File: src/rtl/hack_io_pkg.sv
// Shared definitions for the Hack memory-mapped peripherals (UART TX now,
// keyboard/LED blocks later): default register addresses, status bit
// positions and the transmitter state encoding.
package hack_io_pkg;

  localparam logic [14:0] DATA_ADDR_DEF = 15'h6001;
  localparam logic [14:0] STAT_ADDR_DEF = 15'h6002;

  // Status register bit positions
  localparam int ST_FULL = 0;
  localparam int ST_BUSY = 1;
  localparam int ST_OVF  = 2;

  typedef enum logic [1:0] {IDLE, START, DATA, STOP} tx_state_t;

endpackage

File: src/rtl/hack_uart_tx_if.sv
// Hack CPU data-bus slice seen by a memory-mapped responder.
//   in      : write data (CPU outM)
//   load    : write strobe (CPU writeM)
//   address : CPU addressM
//   out     : read data back toward Mout
interface hack_bus_if;
  logic [15:0] in;
  logic        load;
  logic [14:0] address;
  logic [15:0] out;

  modport master (output in, load, address, input out);
  modport slave  (input in, load, address, output out);
endinterface

File: src/rtl/hack_uart_tx_sync_fifo.sv
// Single-clock FIFO, parameterized width/depth (depth a power of two).
//   push/din : write side; a push while full is accepted only if a pop
//              happens in the same cycle
//   pop/dout : read side; dout shows the head entry, pop is ignored if empty
//   full/empty/count : occupancy, count is one bit wider than the pointers
module sync_fifo #(
  parameter int WIDTH = 8,
  parameter int DEPTH = 4,
  localparam int AW = $clog2(DEPTH)
) (
  input  logic             clk,
  input  logic             rst,
  input  logic             push,
  input  logic [WIDTH-1:0] din,
  input  logic             pop,
  output logic [WIDTH-1:0] dout,
  output logic             full,
  output logic             empty,
  output logic [AW:0]      count
);

  logic [WIDTH-1:0] mem_q [DEPTH];
  logic [AW-1:0]    wr_ptr_q, wr_ptr_d, rd_ptr_q, rd_ptr_d;
  logic [AW:0]      count_q, count_d;
  logic             do_push, do_pop;

  assign full  = (count_q == (AW+1)'(DEPTH));
  assign empty = (count_q == '0);
  assign count = count_q;
  assign dout  = mem_q[rd_ptr_q];

  // A pop frees a slot, so a push against a full FIFO still lands.
  assign do_pop  = pop && !empty;
  assign do_push = push && (!full || do_pop);

  always_comb begin
    wr_ptr_d = do_push ? wr_ptr_q + 1'b1 : wr_ptr_q;
    rd_ptr_d = do_pop  ? rd_ptr_q + 1'b1 : rd_ptr_q;
    count_d  = count_q;
    case ({do_push, do_pop})
      2'b10:   count_d = count_q + 1'b1;
      2'b01:   count_d = count_q - 1'b1;
      default: count_d = count_q;
    endcase
  end

  always_ff @(posedge clk) begin
    if (rst) begin
      wr_ptr_q <= '0;
      rd_ptr_q <= '0;
      count_q  <= '0;
    end else begin
      wr_ptr_q <= wr_ptr_d;
      rd_ptr_q <= rd_ptr_d;
      count_q  <= count_d;
    end
  end

  // Storage needs no reset; occupancy is tracked by the pointers.
  always_ff @(posedge clk) begin
    if (do_push) mem_q[wr_ptr_q] <= din;
  end

endmodule

File: src/rtl/hack_uart_tx.sv
// Memory-mapped 8N1 UART transmitter on the Hack data bus.
//   clk_in  : system clock
//   reset   : synchronous, active-high
//   bus     : CPU bus responder (write DATA_ADDR pushes a byte, write
//             STAT_ADDR clears overflow, read STAT_ADDR returns
//             {13'b0, overflow, busy, full}, other reads return 0)
//   tx      : registered serial output, idle high
module hack_uart_tx
  import hack_io_pkg::*;
#(
  parameter int          CLKS_PER_BIT = 868,
  parameter logic [14:0] DATA_ADDR    = DATA_ADDR_DEF,
  parameter logic [14:0] STAT_ADDR    = STAT_ADDR_DEF,
  parameter int          FIFO_DEPTH   = 4
) (
  input  logic       clk_in,
  input  logic       reset,
  hack_bus_if.slave  bus,
  output logic       tx
);

  localparam int BW = $clog2(CLKS_PER_BIT);
  localparam int CW = $clog2(FIFO_DEPTH) + 1;

  tx_state_t      state_q, state_d;
  logic [BW-1:0]  baud_q, baud_d;
  logic [2:0]     bit_q, bit_d;
  logic [7:0]     shift_q, shift_d;
  logic           tx_q, tx_d;
  logic           ovf_q, ovf_d;

  logic           wr_data, wr_stat, tick;
  logic           fifo_pop, fifo_full, fifo_empty;
  logic [7:0]     fifo_dout;
  logic [CW-1:0]  fifo_count;
  logic           busy, stat_full;
  logic [15:0]    stat;

  assign wr_data = bus.load && (bus.address == DATA_ADDR);
  assign wr_stat = bus.load && (bus.address == STAT_ADDR);

  sync_fifo #(.WIDTH(8), .DEPTH(FIFO_DEPTH)) u_fifo (
    .clk   (clk_in),
    .rst   (reset),
    .push  (wr_data),
    .din   (bus.in[7:0]),
    .pop   (fifo_pop),
    .dout  (fifo_dout),
    .full  (fifo_full),
    .empty (fifo_empty),
    .count (fifo_count)
  );

  assign tick      = (baud_q == BW'(CLKS_PER_BIT - 1));
  assign busy      = (state_q != IDLE) || !fifo_empty;
  assign stat_full = (fifo_count == CW'(FIFO_DEPTH));

  always_comb begin
    state_d  = state_q;
    baud_d   = baud_q;
    bit_d    = bit_q;
    shift_d  = shift_q;
    fifo_pop = 1'b0;

    if (state_q != IDLE) baud_d = tick ? '0 : baud_q + 1'b1;

    case (state_q)
      IDLE: begin
        // Decision uses the registered FIFO state, so a byte written this
        // cycle is popped no earlier than the next one.
        if (!fifo_empty) begin
          fifo_pop = 1'b1;
          shift_d  = fifo_dout;
          baud_d   = '0;
          state_d  = START;
        end
      end
      START: begin
        if (tick) begin
          bit_d   = '0;
          state_d = DATA;
        end
      end
      DATA: begin
        if (tick) begin
          shift_d = {1'b0, shift_q[7:1]};
          bit_d   = bit_q + 1'b1;
          if (bit_q == 3'd7) state_d = STOP;
        end
      end
      STOP: begin
        if (tick) begin
          // Chain straight into the next start bit when more data waits.
          if (!fifo_empty) begin
            fifo_pop = 1'b1;
            shift_d  = fifo_dout;
            state_d  = START;
          end else begin
            state_d  = IDLE;
          end
        end
      end
      default: state_d = IDLE;
    endcase

    // tx follows the state one cycle later, keeping the pin glitch-free.
    case (state_q)
      START:   tx_d = 1'b0;
      DATA:    tx_d = shift_q[0];
      default: tx_d = 1'b1;
    endcase

    ovf_d = ovf_q;
    if (wr_stat)                             ovf_d = 1'b0;
    else if (wr_data && fifo_full && !fifo_pop) ovf_d = 1'b1;
  end

  always_ff @(posedge clk_in) begin
    if (reset) begin
      state_q <= IDLE;
      baud_q  <= '0;
      bit_q   <= '0;
      shift_q <= '0;
      tx_q    <= 1'b1;
      ovf_q   <= 1'b0;
    end else begin
      state_q <= state_d;
      baud_q  <= baud_d;
      bit_q   <= bit_d;
      shift_q <= shift_d;
      tx_q    <= tx_d;
      ovf_q   <= ovf_d;
    end
  end

  assign tx = tx_q;

  always_comb begin
    stat          = '0;
    stat[ST_FULL] = stat_full;
    stat[ST_BUSY] = busy;
    stat[ST_OVF]  = ovf_q;
    bus.out       = (bus.address == STAT_ADDR) ? stat : 16'h0000;
  end

endmodule

File: src/flat_wrapper.sv
// flat-port wrapper written by rule: the top's interface ports become plain ports
module hack_uart_tx_flat import hack_io_pkg::*;
#(
  parameter int          CLKS_PER_BIT = 868,
  parameter logic [14:0] DATA_ADDR    = DATA_ADDR_DEF,
  parameter logic [14:0] STAT_ADDR    = STAT_ADDR_DEF,
  parameter int          FIFO_DEPTH   = 4
)
  (clk_in, reset, tx, bus_in, bus_load, bus_address, bus_out);
  hack_bus_if bus_i ();
  input  logic clk_in;
  input  logic reset;
  output logic tx;
  input wire logic [$bits(bus_i.in)-1:0] bus_in;
  input wire logic [$bits(bus_i.load)-1:0] bus_load;
  input wire logic [$bits(bus_i.address)-1:0] bus_address;
  output wire logic [$bits(bus_i.out)-1:0] bus_out;
  assign bus_i.in = bus_in;
  assign bus_i.load = bus_load;
  assign bus_i.address = bus_address;
  assign bus_out = bus_i.out;
  hack_uart_tx #(.CLKS_PER_BIT(CLKS_PER_BIT), .DATA_ADDR(DATA_ADDR), .STAT_ADDR(STAT_ADDR), .FIFO_DEPTH(FIFO_DEPTH)) u_core (.clk_in(clk_in), .reset(reset), .bus(bus_i), .tx(tx));
endmodule
File: config.mk
export PLATFORM = sky130hd
export DESIGN_NAME = hack_uart_tx_flat
export DESIGN_NICKNAME = d
export VERILOG_FILES = /design/src/rtl/hack_io_pkg.sv /design/src/rtl/hack_uart_tx_if.sv /design/src/rtl/hack_uart_tx_sync_fifo.sv /design/src/rtl/hack_uart_tx.sv /design/src/flat_wrapper.sv
export SDC_FILE = /design/constraint.sdc
export NUM_CORES = 1
export LEC_CHECK = 0
export CORE_MARGIN = 2
export CORE_UTILIZATION = 35
export CTS_BUF_LIST = sky130_fd_sc_hd__clkbuf_16
export CTS_CLUSTER_DIAMETER = 120
export DETAILED_ROUTE_END_ITERATION = 12
export SLEW_MARGIN = 5
export SYNTH_ARGS = -nofsm -noshare
export SYNTH_HDL_FRONTEND = slang
export SYNTH_SLANG_ARGS = --single-unit
export TNS_END_PERCENT = 50
File: constraint.sdc
create_clock -name clk_in -period 2.99 [get_ports clk_in]
set_input_delay 0.299 -clock clk_in [delete_from_list [all_inputs] [get_ports clk_in]]
set_output_delay 0.299 -clock clk_in [all_outputs]
set_load 0.02 [all_outputs]
# Word-level counts from Yosys, hierarchy flattened
# Memory sizes are Yosys's and may differ from the RTL's. A register that Yosys moved wholly into a read port is not among the register bits.
# Cells that the tools add are included.
op_classes:
  add_sub_neg: 6
  mul: 0
  div: 0
  order_cmp: 0
  eq_ne: 15
  shift: 0
  mux: 28
  bitwise_logic: 0
  n_reduce_logical: 21
ops:
  columns: ["cell", "n"]
  rows:
  - ["10-bit 2-to-1 mux", 4]
  - ["15-bit equality test (second input constant)", 2]
  - ["8-bit 2-to-1 mux", 3]
  - ["8-bit case mux with 3 select lines", 1]
  - ["2-bit 2-to-1 mux", 7]
  - ["3-bit case mux with 2 select lines", 2]
  - ["10-bit by 1-bit adder with 10-bit output (second input constant)", 1]
  - ["10-bit equality test (second input constant)", 1]
  - ["3-bit 2-to-1 mux", 3]
  - ["2-bit by 1-bit != test with 1-bit output (second input constant)", 4]
  - ["2-bit case mux with 4 select lines", 1]
  - ["3-bit by 1-bit adder with 3-bit output (second input constant)", 2]
  - ["2-bit equality test (second input constant)", 3]
  - ["3-bit equality test (second input constant)", 2]
  - ["1-bit logical AND", 6]
  - ["3-bit AND reduction", 2]
  - ["2-bit nonzero test", 3]
  - ["1-bit 2-to-1 mux", 5]
  - ["5-bit AND reduction", 1]
  - ["2-bit by 1-bit adder with 2-bit output (second input constant)", 2]
  - ["2-bit by 1-bit equality test with 1-bit output (second input constant)", 2]
  - ["1-bit case mux with 2 select lines", 2]
  - ["1-bit zero test", 3]
  - ["3-bit zero test", 1]
  - ["other kinds (6)", 7]
totals:
  regBits: 32
  latchBits: 0
  ramBits: 32
  rom_bits: 0
  inputBits: 34
  out_inout_bits: 17
  word_cells: 80
  n_memories: 1
memory_table:
  columns: ["memory", "words", "width", "read_ports", "rd_ports_with_merged_regs", "write_ports", "line", "source"]
  rows:
  - ["u_core.u_fifo.mem_q", 4, 8, 1, 1, 1, "hack_uart_tx_sync_fifo.sv:22", "logic [WIDTH-1:0] mem_q [DEPTH];"]

# Logic depth before layout (Yosys ltp)
logic_depth:
  word_depth: 9
  ltp_mapped: 12
  ltp_nobuf: 12

# By module
# From an unflattened synthesis, not the netlist that was laid out.
unflattened:
  hier_cells: 276
  area_unflattened_um2: 3251.9
modules_own_cells:
  columns: ["module", "instances", "cells_per_inst", "area_each_um2", "seq_area_each_um2"]
  rows:
  - ["sync_fifo", 1, 101, 1691.6, 1141.1]
  - ["hack_uart_tx", 1, 175, 1560.2, 500.5]

# Worst setup path after synthesis
# OpenSTA, ideal clock, no wires.
synth_timing:
  path_type: "register to register"
  startpoint: "register u_core.baud_q[0]"
  endpoint: "register u_core.u_fifo.count_q[2] (netlist: u_core.u_fifo.count[2])"
  setup_time_ns: 0.071
  t_arrival_ns: 2.462
  required_ns: 2.919
  slack_ns: 0.458
  stages_incl_launch_ff: 13
  path_buffers: 0
  period_less_slack_ns: 2.532
  cell_sequence: "dfxtp_1 ha_1 and3b_1 a41oi_2 and3_4 a311oi_4 inv_1 ha_1 inv_1 fa_1 xor2_1 or3_1 a21oi_1"
synth_between:
  elab_chain_cells: 8
  elab_cells_between_ends: 10
  classes_between: "3 x eq/ne; 3 x mux; 4 x reduce/logical"
synth_rtl:
  columns: ["element", "line", "source"]
  rows:
  - ["from (decl)", "hack_uart_tx.sv:26", "logic [BW-1:0] baud_q, baud_d;"]
  - ["from (signal assigned)", "hack_uart_tx.sv:128", "baud_q <= baud_d;"]
  - ["10-bit equality test (*)", "hack_uart_tx.sv:54", "assign tick = (baud_q == BW'(CLKS_PER_BIT - 1));"]
  - ["1-bit 2-to-1 mux (*)", "hack_uart_tx.sv:92", "if (tick) begin"]
  - ["1-bit case mux with 2 select lines (*)", "hack_uart_tx.sv:67", "case (state_q)"]
  - ["1-bit logical AND (*)", "hack_uart_tx_sync_fifo.sv:33", "assign do_pop = pop && !empty;"]
  - ["1-bit logical OR", "hack_uart_tx_sync_fifo.sv:34", "assign do_push = push && (!full || do_pop);"]
  - ["1-bit logical AND", "hack_uart_tx_sync_fifo.sv:34", null]
  - ["2-bit by 1-bit equality test with 1-bit output or 2-bit equality test (tied branches)", "hack_uart_tx_sync_fifo.sv:40", "case ({do_push, do_pop})"]
  - ["3-bit case mux with 2 select lines or 2-bit nonzero test (tied branches)", null, null]
  - ["to (signal assigned)", "hack_uart_tx_sync_fifo.sv:55", "count_q <= count_d;"]
  - ["to (decl)", "hack_uart_tx_sync_fifo.sv:24", "logic [AW:0] count_q, count_d;"]
# Mark *: on every way between the ends. The rest lies on a longest branch, timed or not.
# A chain may end at the register's enable or synchronous reset.

# Final worst setup path
# Same ends and word-level chain as after synthesis.

==> impl_metrics.py <==
metrics = {
    "timing": {
        "fmax_mhz": 372,
        "finalSetupTns_ns": 0,
        "final_critical_path_setup_slack_ns": 0.300,
        "grt_setup_unrepaired": "no",
        "timing.slew.headroom": 0.398,
        "period_share": 0.900,
        "setup_violations": 0,
        "maxSlewViolCount": 0,
        "final_hold_violation_count": 0,
        "finClkSkew_ns": 0.00537,
        "worstMarginPinSlew_ns": 0.900,
        "hold_slack_ns": 0.455,
        "timing.final.crit_period_ns": 2.69,
    },
    "min_path": {
        "hold_path.class": "reg -> reg",
        "hold_sp": "u_core.ovf_q",
    },
    "route": {
        "drc": 0,
        "finalWirelength_mm": 5.62,
        "detail_route.first_pass.iterations": 4,
        "detail_route.vias_per_cell": 4.76,
        "number_of_antenna_violating_nets_in_the_routed_design": 0,
        "vias": 2048,
        "initialDrtViolationCount": 50,
        "route.detailed.wl_per_inst_um": 13.1,
    },
    "die": {
        "die_x_um": 99.2,
        "die_area_um2": 9830,
        "io_pins": 51,
        "placement_rows": 34,
        "core_area_um2": 8760,
        "fp.dieH_um": 99.2,
        "initial_utilization": 0.362,
    },
    "clock_network": {
        "clk_transition_reported_paths_ns": 0.06,
        "post-cts-setup-buffers": 0,
        "worstSkewPairLatency_ns": 0.33,
        "cts-buffers-inserted": 9,
        "cts_tree": "yes",
        "cts.sinks": 66,
        "post_cts_resize_count": 0,
        "cts_max_path_buffers": 2,
        "cts-hold-fix-buffers": 0,
        "root_driver": "sky130_fd_sc_hd__clkbuf_16",
        "h_tree_level_count": 3,
    },
    "pwr": {
        "power_mw": 2.09,
        "pwr_density_cell_nw_per_um2": 546,
        "max-vdd-ir-drop_v": 0.000362,
        "p_leak_nw": 1.38,
    },
    "cells_and_area": {
        "area.growth.synth_to_final_pct": 20.9,
        "drive_above_1_share": 0.149,
        "finalNetCount": 365,
        "finalNonFillerCells": 430,
        "diodes": 0,
        "final_core_occ": 0.437,
        "final_design_area_no_fill_um2": 3830,
    },
    "worst_setup_path": {
        "setup.worst_path.end_class": "flop",
        "timing.critical_path.from": "u_core.baud_q[0]",
        "timing_worst_setup_path_type": "reg -> reg",
        "crit_path_max_fanout": 4,
        "worst_ep_required_time_ns": 3.24,
        "crit_arrival_ns": 2.94,
        "r2r-start": "u_core.baud_q[0]",
        "worstSetupStartpointType": "flop",
    },
    "status": {
        "outcome": "finished clean",
    },
    "logic_synthesis": {
        "async_s_r_ff_share_synth": 0,
        "synth_area_leaders": "sky130_fd_sc_hd__edfxtp_1, sky130_fd_sc_hd__dfxtp_1, sky130_fd_sc_hd__mux4_2",
        "yosys_most_used_dff": "sky130_fd_sc_hd__dfxtp_1",
        "yosys_register_bits": 66,
        "synth_common_cells": "sky130_fd_sc_hd__dfxtp_1, sky130_fd_sc_hd__nand2_1, sky130_fd_sc_hd__nor2_1",
        "yosys_warnings": 0,
        "synthesized_area_per_cell_um2": 11.2,
        "synth.lib_cells_used.distinct": 51,
        "synth.top_cell.area_share": 0.303,
        "synthCells": 283,
        "yosysSeqAreaShare": 0.518,
        "synth_enable_flop_cells": 32,
        "synth_area_um2": 3170,
        "synthDominantAreaCellType": "sky130_fd_sc_hd__edfxtp_1",
    },
    "placement": {
        "gp_routability_congestion": 0.733,
        "dpl-instance-area_um2": 3550,
        "io_buffers": 29,
        "dp.cells": 414,
        "place_worst_setup_slack_ns": 0.0260,
        "dpl.hpwl_mm": 3.88,
    },
    "run": {
        "cap_viol_max_count": 0,
    },
    "global_routing": {
        "first_global_vias": 1992,
        "global_route.overflow_total": 0,
        "antenna_violations_before_repair": 0,
        "grt_max_degree": 26,
        "globalRouteTotalUtil": 0.122,
        "global_route_wire_length_before_repair_mm": 9.49,
    },
}
per-layer routing:
layer / up-vias / track usage / wire length [µm]
li1: 1054 / - / -
met1: 953 / 0.155 / 2680
met2: 34 / 0.197 / 2710
met3: 7 / 0.0408 / 181
met4: 0 / 0.0411 / 53
met5: - / 0 / 0
cells in the final DEF (no fill, tap or decap), types with 4 or more instances in the layout:
| cell | n |
|---|---|
| sky130_fd_sc_hd__nor2_1 | 34 |
| sky130_fd_sc_hd__nand2_1 | 34 |
| sky130_fd_sc_hd__dfxtp_1 | 34 |
| sky130_fd_sc_hd__edfxtp_1 | 32 |
| sky130_fd_sc_hd__clkdlybuf4s50_1 | 29 |
| sky130_fd_sc_hd__ha_1 | 13 |
| sky130_fd_sc_hd__conb_1 | 13 |
| sky130_fd_sc_hd__inv_1 | 11 |
| sky130_fd_sc_hd__mux2i_1 | 10 |
| sky130_fd_sc_hd__a21oi_1 | 9 |
| sky130_fd_sc_hd__clkbuf_16 | 9 |
| sky130_fd_sc_hd__mux4_2 | 8 |
| sky130_fd_sc_hd__buf_4 | 7 |
| sky130_fd_sc_hd__o21ai_0 | 6 |
| sky130_fd_sc_hd__a311oi_1 | 5 |
| sky130_fd_sc_hd__inv_6 | 5 |
| sky130_fd_sc_hd__nor3_1 | 4 |
| sky130_fd_sc_hd__and2_2 | 4 |
cells by family (layout without fill, tap and decap cells):
family	after synthesis	count (layout)	synth area share
multiplexers	19	19	0.0932
XOR/XNOR	4	4	0.0111
other	1	13	0.00118
flip-flops	66	66	0.518
buffers and inverters	36	63	0.0588
AO/OA/AOI/OAI	35	35	0.0853
adder cells (fa/ha/maj)	14	14	0.0576
AND/OR/NAND/NOR	108	108	0.175
final timing paths:
| check | cells past startpoint | endpoint | slack, ns |
|---|---|---|---|
| worst max-delay path | 12 | u_core.u_fifo.count[2] | 0.30 |
| worst min-delay path | 1 | u_core.ovf_q | 0.46 |
| worst min register to register | 1 | u_core.ovf_q | 0.46 |
| worst max register to register | 12 | u_core.u_fifo.count[2] | 0.30 |
sequential cells by signal (all words and copies together), names as in the netlist, named ones only:
name / count
u_core.u_fifo.mem_q: 32
u_core.baud_q: 10
u_core.shift_q: 8
u_core.bit_q: 3
u_core.u_fifo.count: 3
u_core.state_q: 2
u_core.u_fifo.rd_ptr_q: 2
u_core.u_fifo.wr_ptr_q: 2
u_core.ovf_q: 1
u_core.tx: 1
cell type report:
type	instances	area (µm²)
Clock buffer	9	225
Sequential cell	66	1640
Fill cell	822	4930
Inverter	11	41.3
Timing Repair Buffer	36	343
Clock inverter	7	58.8
Multi-Input combinational cell	193	1390
Tap cell	108	135
critical path, stage by stage (launching register included):
cell and delay, ns:
sky130_fd_sc_hd__dfxtp_1 0.33, sky130_fd_sc_hd__ha_1 0.24, sky130_fd_sc_hd__and3b_1 0.22, sky130_fd_sc_hd__a41oi_2 0.28, sky130_fd_sc_hd__and3_4 0.24, sky130_fd_sc_hd__a311oi_4 0.05, sky130_fd_sc_hd__inv_1 0.08, sky130_fd_sc_hd__ha_1 0.17
sky130_fd_sc_hd__inv_1 0.06, sky130_fd_sc_hd__fa_1 0.37, sky130_fd_sc_hd__xor2_1 0.15, sky130_fd_sc_hd__or3_1 0.30, sky130_fd_sc_hd__a21oi_1 0.13
report_power, final:
| part | total [mW] | switching [mW] | internal [mW] |
|---|---|---|---|
| combinational | 0.141 | 0.0788 | 0.0618 |
| clock | 0.996 | 0.421 | 0.575 |
| sequential | 0.957 | 0.00531 | 0.952 |
| total | 2.09 | 0.505 | 1.59 |
Power figures use the tool's default switching activity.
